===== config.mk =====
export PLATFORM = sky130hd
export DESIGN_NAME = blowfish128_skeygen
export DESIGN_NICKNAME = d
export VERILOG_FILES = /design/src/rtl/blowfish128_pkg.sv /design/src/rtl/blowfish128_keyword_sel.sv /design/src/rtl/blowfish128_skeygen.sv
export SDC_FILE = /design/constraint.sdc
export NUM_CORES = 2
export LEC_CHECK = 0
export CAP_MARGIN = 40
export CORE_AREA = 2 2 449 451
export CTS_BUF_LIST = sky130_fd_sc_hd__clkbuf_16
export DETAILED_ROUTE_END_ITERATION = 12
export DIE_AREA = 0 0 451 453
export PLACE_DENSITY = 0.52
export SLEW_MARGIN = 20
export SYNTH_ARGS = -nofsm -noshare
export SYNTH_HDL_FRONTEND = slang
export SYNTH_HIERARCHICAL = 1
export SYNTH_SLANG_ARGS = --single-unit

===== constraint.sdc =====
create_clock -name Clk -period 3.9 [get_ports Clk]
set_clock_uncertainty 0.2 [all_clocks]
set_input_delay 0.975 -clock Clk [delete_from_list [all_inputs] [get_ports Clk]]
set_output_delay 0.975 -clock Clk [all_outputs]
set_load 0.01 [all_outputs]

===== src/rtl/blowfish128_pkg.sv =====
// Shared Blowfish-128 key-schedule constants and FSM state type.
// No logic; latency and backpressure do not apply.
package blowfish128_pkg;

    localparam int NUM_P         = 20;
    localparam int MAX_KEY_WORDS = 8;

    typedef enum logic [1:0] {
        IDLE = 2'd0,
        MIX  = 2'd1,
        DONE = 2'd2
    } state_t;

    // Fractional hex digits of pi, P1 first.
    localparam logic [31:0] PI [NUM_P] = '{
        32'h243F6A88, 32'h85A308D3, 32'h13198A2E, 32'h03707344,
        32'hA4093822, 32'h299F31D0, 32'h082EFA98, 32'hEC4E6C89,
        32'h452821E6, 32'h38D01377, 32'hBE5466CF, 32'h34E90C6C,
        32'hC0AC29B7, 32'hC97C50DD, 32'h3F84D5B5, 32'hB5470917,
        32'h9216D5D9, 32'h8979FB1B, 32'hD1310BA6, 32'h98DFB5AC
    };

endpackage


===== src/rtl/blowfish128_keyword_sel.sv =====
// Selects 32-bit key word K[ptr] from the latched key and clamps key_length to 1..8.
// Purely combinational, zero latency; no backpressure.
module blowfish128_keyword_sel
    import blowfish128_pkg::*;
(
    input  logic [MAX_KEY_WORDS-1:0][63:0] key,
    input  logic [3:0]                     ptr,
    input  logic [3:0]                     key_length,
    output logic [3:0]                     len_clamped,
    output logic [31:0]                    kword
);

    always_comb begin
        len_clamped = key_length;
        if (key_length == 4'd0) begin
            len_clamped = 4'd1;
        end else if (key_length > 4'd8) begin
            len_clamped = 4'd8;
        end
    end

    // Even word index takes the high half of the 64-bit key word.
    assign kword = ptr[0] ? key[ptr[3:1]][31:0] : key[ptr[3:1]][63:32];

endmodule


===== src/rtl/blowfish128_skeygen.sv =====
// Blowfish-128 P-array key mixing: one P entry per clock, skey_ready 20 edges after Enable is sampled.
// Enable is a level request; dropping it aborts or releases the result, no other flow control.
module blowfish128_skeygen
    import blowfish128_pkg::*;
(
    input  logic        Clk,
    input  logic        Rst,
    input  logic        Enable,
    input  logic [63:0] key0,
    input  logic [63:0] key1,
    input  logic [63:0] key2,
    input  logic [63:0] key3,
    input  logic [63:0] key4,
    input  logic [63:0] key5,
    input  logic [63:0] key6,
    input  logic [63:0] key7,
    input  logic [3:0]  key_length,
    output logic        skey_ready,
    output logic [31:0] P1,
    output logic [31:0] P2,
    output logic [31:0] P3,
    output logic [31:0] P4,
    output logic [31:0] P5,
    output logic [31:0] P6,
    output logic [31:0] P7,
    output logic [31:0] P8,
    output logic [31:0] P9,
    output logic [31:0] P10,
    output logic [31:0] P11,
    output logic [31:0] P12,
    output logic [31:0] P13,
    output logic [31:0] P14,
    output logic [31:0] P15,
    output logic [31:0] P16,
    output logic [31:0] P17,
    output logic [31:0] P18,
    output logic [31:0] P19,
    output logic [31:0] P20
);

    state_t                         state;
    state_t                         next_state;
    logic                           load;
    logic                           write;
    logic [4:0]                     index;
    logic [3:0]                     ptr;
    logic [MAX_KEY_WORDS-1:0][63:0] key_lat;
    logic [3:0]                     len_lat;
    logic [3:0]                     len_clamped;
    logic [4:0]                     word_cnt;
    logic [31:0]                    kword;
    logic [NUM_P-1:0][31:0]         p_reg;

    blowfish128_keyword_sel u_keyword_sel (
        .key         (key_lat),
        .ptr         (ptr),
        .key_length  (key_length),
        .len_clamped (len_clamped),
        .kword       (kword)
    );

    assign word_cnt = {len_lat, 1'b0};

    always_ff @(posedge Clk) begin
        if (Rst) begin
            state <= IDLE;
        end else begin
            state <= next_state;
        end
    end

    always_comb begin
        next_state = state;
        case (state)
            IDLE: if (Enable) next_state = MIX;
            MIX: begin
                if (!Enable) begin
                    next_state = IDLE;
                end else if (index == 5'(NUM_P - 1)) begin
                    next_state = DONE;
                end
            end
            DONE: if (!Enable) next_state = IDLE;
            default: next_state = IDLE;
        endcase
    end

    always_comb begin
        load       = 1'b0;
        write      = 1'b0;
        skey_ready = 1'b0;
        case (state)
            IDLE:    load       = Enable;
            MIX:     write      = Enable;
            DONE:    skey_ready = 1'b1;
            default: ;
        endcase
    end

    always_ff @(posedge Clk) begin
        if (Rst) begin
            key_lat <= '0;
            len_lat <= '0;
            index   <= '0;
            ptr     <= '0;
            p_reg   <= '0;
        end else if (load) begin
            key_lat <= {key7, key6, key5, key4, key3, key2, key1, key0};
            len_lat <= len_clamped;
            index   <= '0;
            ptr     <= '0;
        end else if (write) begin
            p_reg[index] <= PI[index] ^ kword;
            index        <= index + 5'd1;
            // Key words are reused cyclically once all W have been consumed.
            ptr          <= (({1'b0, ptr} + 5'd1) == word_cnt) ? 4'd0 : ptr + 4'd1;
        end
    end

    assign P1  = p_reg[0];
    assign P2  = p_reg[1];
    assign P3  = p_reg[2];
    assign P4  = p_reg[3];
    assign P5  = p_reg[4];
    assign P6  = p_reg[5];
    assign P7  = p_reg[6];
    assign P8  = p_reg[7];
    assign P9  = p_reg[8];
    assign P10 = p_reg[9];
    assign P11 = p_reg[10];
    assign P12 = p_reg[11];
    assign P13 = p_reg[12];
    assign P14 = p_reg[13];
    assign P15 = p_reg[14];
    assign P16 = p_reg[15];
    assign P17 = p_reg[16];
    assign P18 = p_reg[17];
    assign P19 = p_reg[18];
    assign P20 = p_reg[19];

endmodule


==> impl_metrics.tcl <==
set metrics [dict create \
    status "finished, final reports clean" \
    dieArea_um2 204300 \
    routed_via_density 4.632 \
    cp-start-kind "register" \
    synth_area_leaders "dfxtp_1 (52%), nand2_1 (12%), a21oi_1 (8.9%)" \
    r2r_cells 9 \
    arrival_ns 4.18 \
    synth_top_family_by_area "simple AND/OR/NAND/NOR gates" \
    fill_cells 20823 \
    first_iter_violations 3640 \
    synth_compound_area_share_pct 17.32 \
    rsz0062_at_grt "no" \
    synth-xor-area-share_pct 0.6513 \
    dr.pass1.iters 7 \
    gp_congestion 0.8845 \
    synthCells 5304 \
    grtUsageTotal_pct 20.54 \
    synth-main-ff-cell "dfxtp_1" \
    final_area_um2 65350 \
    leakagePower_nw 21.90 \
    hold_class "reg2reg" \
    crit_type "reg2reg" \
    synthesis.area_um2 45340 \
    clk_root_buffer_cell "clkbuf_16" \
    wl_per_cell_um 24.17 \
    max-vdd-ir-drop_mv 0.4274 \
    critPathRequiredTime_ns 4.33 \
    drive_gt1_share_pct 9.588 \
    holdPathStages 2 \
    ys_warn_count 6 \
    yosys.cell_count.top_type "nand2_1" \
    period_needed_ns 3.751 \
    grt_pass1_vias 40093 \
    core_um2 199200 \
    async_reset_ff_share_pct 0 \
    worstSetupEndpointType "register" \
    drcViolationCount 0 \
    ys_seq_area_share_pct 51.53 \
    dieWidth_um 451 \
    htreeDepth 4 \
    synth_edf_count 0 \
    yosysTopAreaCell "dfxtp_1" \
    worstSkewPairLatency_ns 0.81 \
    dp_hpwl_um 159800 \
    hold_ws_ns 0.2506 \
    synth_seq_cells 1167 \
    fin_crit_sh_pct 96.17 \
    areaGrowthSynthToFinish_pct 44.12 \
    critical_path.max_fanout 30 \
    clk_pin_slew_ns 0.07 \
    slew_headroom_pct 43.86 \
    place_area_um2 60980 \
    top_register "key_lat" \
    cts_made_buffers 137 \
    muxShareOfSynthArea_pct 6.479 \
    max_freq_ghz 0.2666 \
    grt_antenna_before_repair 38 \
    max_cap_violations 0 \
    ys_types 52 \
    synth_common_cells "nand2_1 (1484), dfxtp_1 (1167), a21oi_1 (803)" \
    antenna_left 0 \
    synth.avg_cell_area_um2 8.548 \
    yosys.area.top_type_share_pct 51.53 \
    finalHoldViolations 0 \
    yosys.area_share.simple_pct 18.86 \
    cts_sinks 1167 \
    largest_reg_flops 512 \
    setup_viol 0 \
    routed_wl_um 218800 \
    start_util_pct 22.76 \
    syn_nets 5831 \
    rows 164 \
    powerDensity_nw_per_um2 418.5 \
    slew_viol_final 0 \
    grt_pass1_wl_um 302800 \
    die_h_um 453 \
    io_pins 1160 \
    nNetsFinal 6802 \
    clock_path_buffers 3 \
    port_buffers 1159 \
    synthAdderAreaFrac_pct 0.2208 \
    tightest_slew_ns 0.8389 \
    grt_max_degree 148 \
    overflow 0 \
    cts_tree "done" \
    num_vias 41934 \
]
critical path: stages, from the launching register on:
cell and delay [ns]:
dfxtp_4 0.40, buf_12 0.23, buf_4 0.22, mux4_2 0.52, a22oi_1 0.61, nand2_1 0.36, or3_1 0.44, buf_4 0.26
nand3_1 0.14, a21oi_1 0.08
worst paths after layout:
path	start	end	slack, ns
setup / recovery	ptr[1]	P4[9]	0.15
hold / removal	key_lat[384]	key_lat[384]	0.25
setup reg to reg	ptr[1]	P4[9]	0.15
hold reg to reg	key_lat[384]	key_lat[384]	0.25
kinds of logic (layout without fill, tap and decap cells):
logic type | after synthesis | count (layout)
other | 0 | 15
DFF | 1167 | 1167
xor gates and xnor gates | 32 | 32
muxes | 131 | 131
AOI/OAI and AO/OA | 1302 | 1302
and+or+nand+nor | 2134 | 2134
buffers and inverters | 530 | 1609
adders and majority gates | 8 | 8
layout by cell type, fill, tap and decap left out, types with 21 or more instances in the layout:
master	netlist	final
mux4_2	130	130
buf_4	15	126
buf_12	0	65
a22oi_1	65	63
clkdlybuf4s50_1	0	1158
clkbuf_16	0	141
a21oi_1	803	803
inv_1	5	35
nor2_1	387	366
nand2_1	1484	1484
dfxtp_1	1167	1164
nand3b_1	41	41
nor2_4	0	21
o31ai_1	49	47
clkinv_1	0	27
nand3_1	150	150
a211oi_1	321	321
layout make-up:
cell class	instances	area (um2)	share of cell area, %
timing repair buffer	1355	13960	21.36
sequential	1167	23370	35.77
clock inverter	106	787.0	1.204
multi-input combinational	3607	20320	31.09
tap	2656	3323	5.085
inverter	7	26.28	0.04021
antenna	15	37.54	0.05744
clock buffer	141	3528	5.400
timing repair:
item	4_1_cts	5_1_grt
hold buffers	0	0
setup buffers	0	0
endpoints found under the setup margin	30	0
resized for setup	2	0
endpoints found under the hold margin	0	0
layer usage:
layer,routed length (um),global-route usage (%)
met1,89230,24.69
met2,109500,35.70
met3,12330,4.320
met4,7615,7.964
met5,118,0
power by group:
part           total (W)  internal [W]  switching, W
Combinational    0.00246       0.00102       0.00144
Clock             0.0125       0.00700       0.00548
Sequential        0.0124        0.0122      0.000169
Total             0.0274        0.0203       0.00709
stage by stage:
| step | power (W) | util [%] | setup TNS [ns] | cells | setup WS (ns) |
|---|---|---|---|---|---|
| finish | 0.02735 | 32.80 | 0 | 9054 | 0.1494 |
| floorplan | 0.01365 | - | 0 | 5304 | 1.114 |
| global placement | 0.01513 | 30.54 | -1.733 | 8785 | -0.1358 |
| CTS | 0.02775 | 32.78 | 0 | 9039 | 0.05308 |
| detailed placement | 0.01516 | 30.61 | -2.280 | 8792 | -0.1542 |
| global route | 0.02836 | 32.79 | 0 | 9050 | 0.03726 |
(Power assumes the default switching activity.)
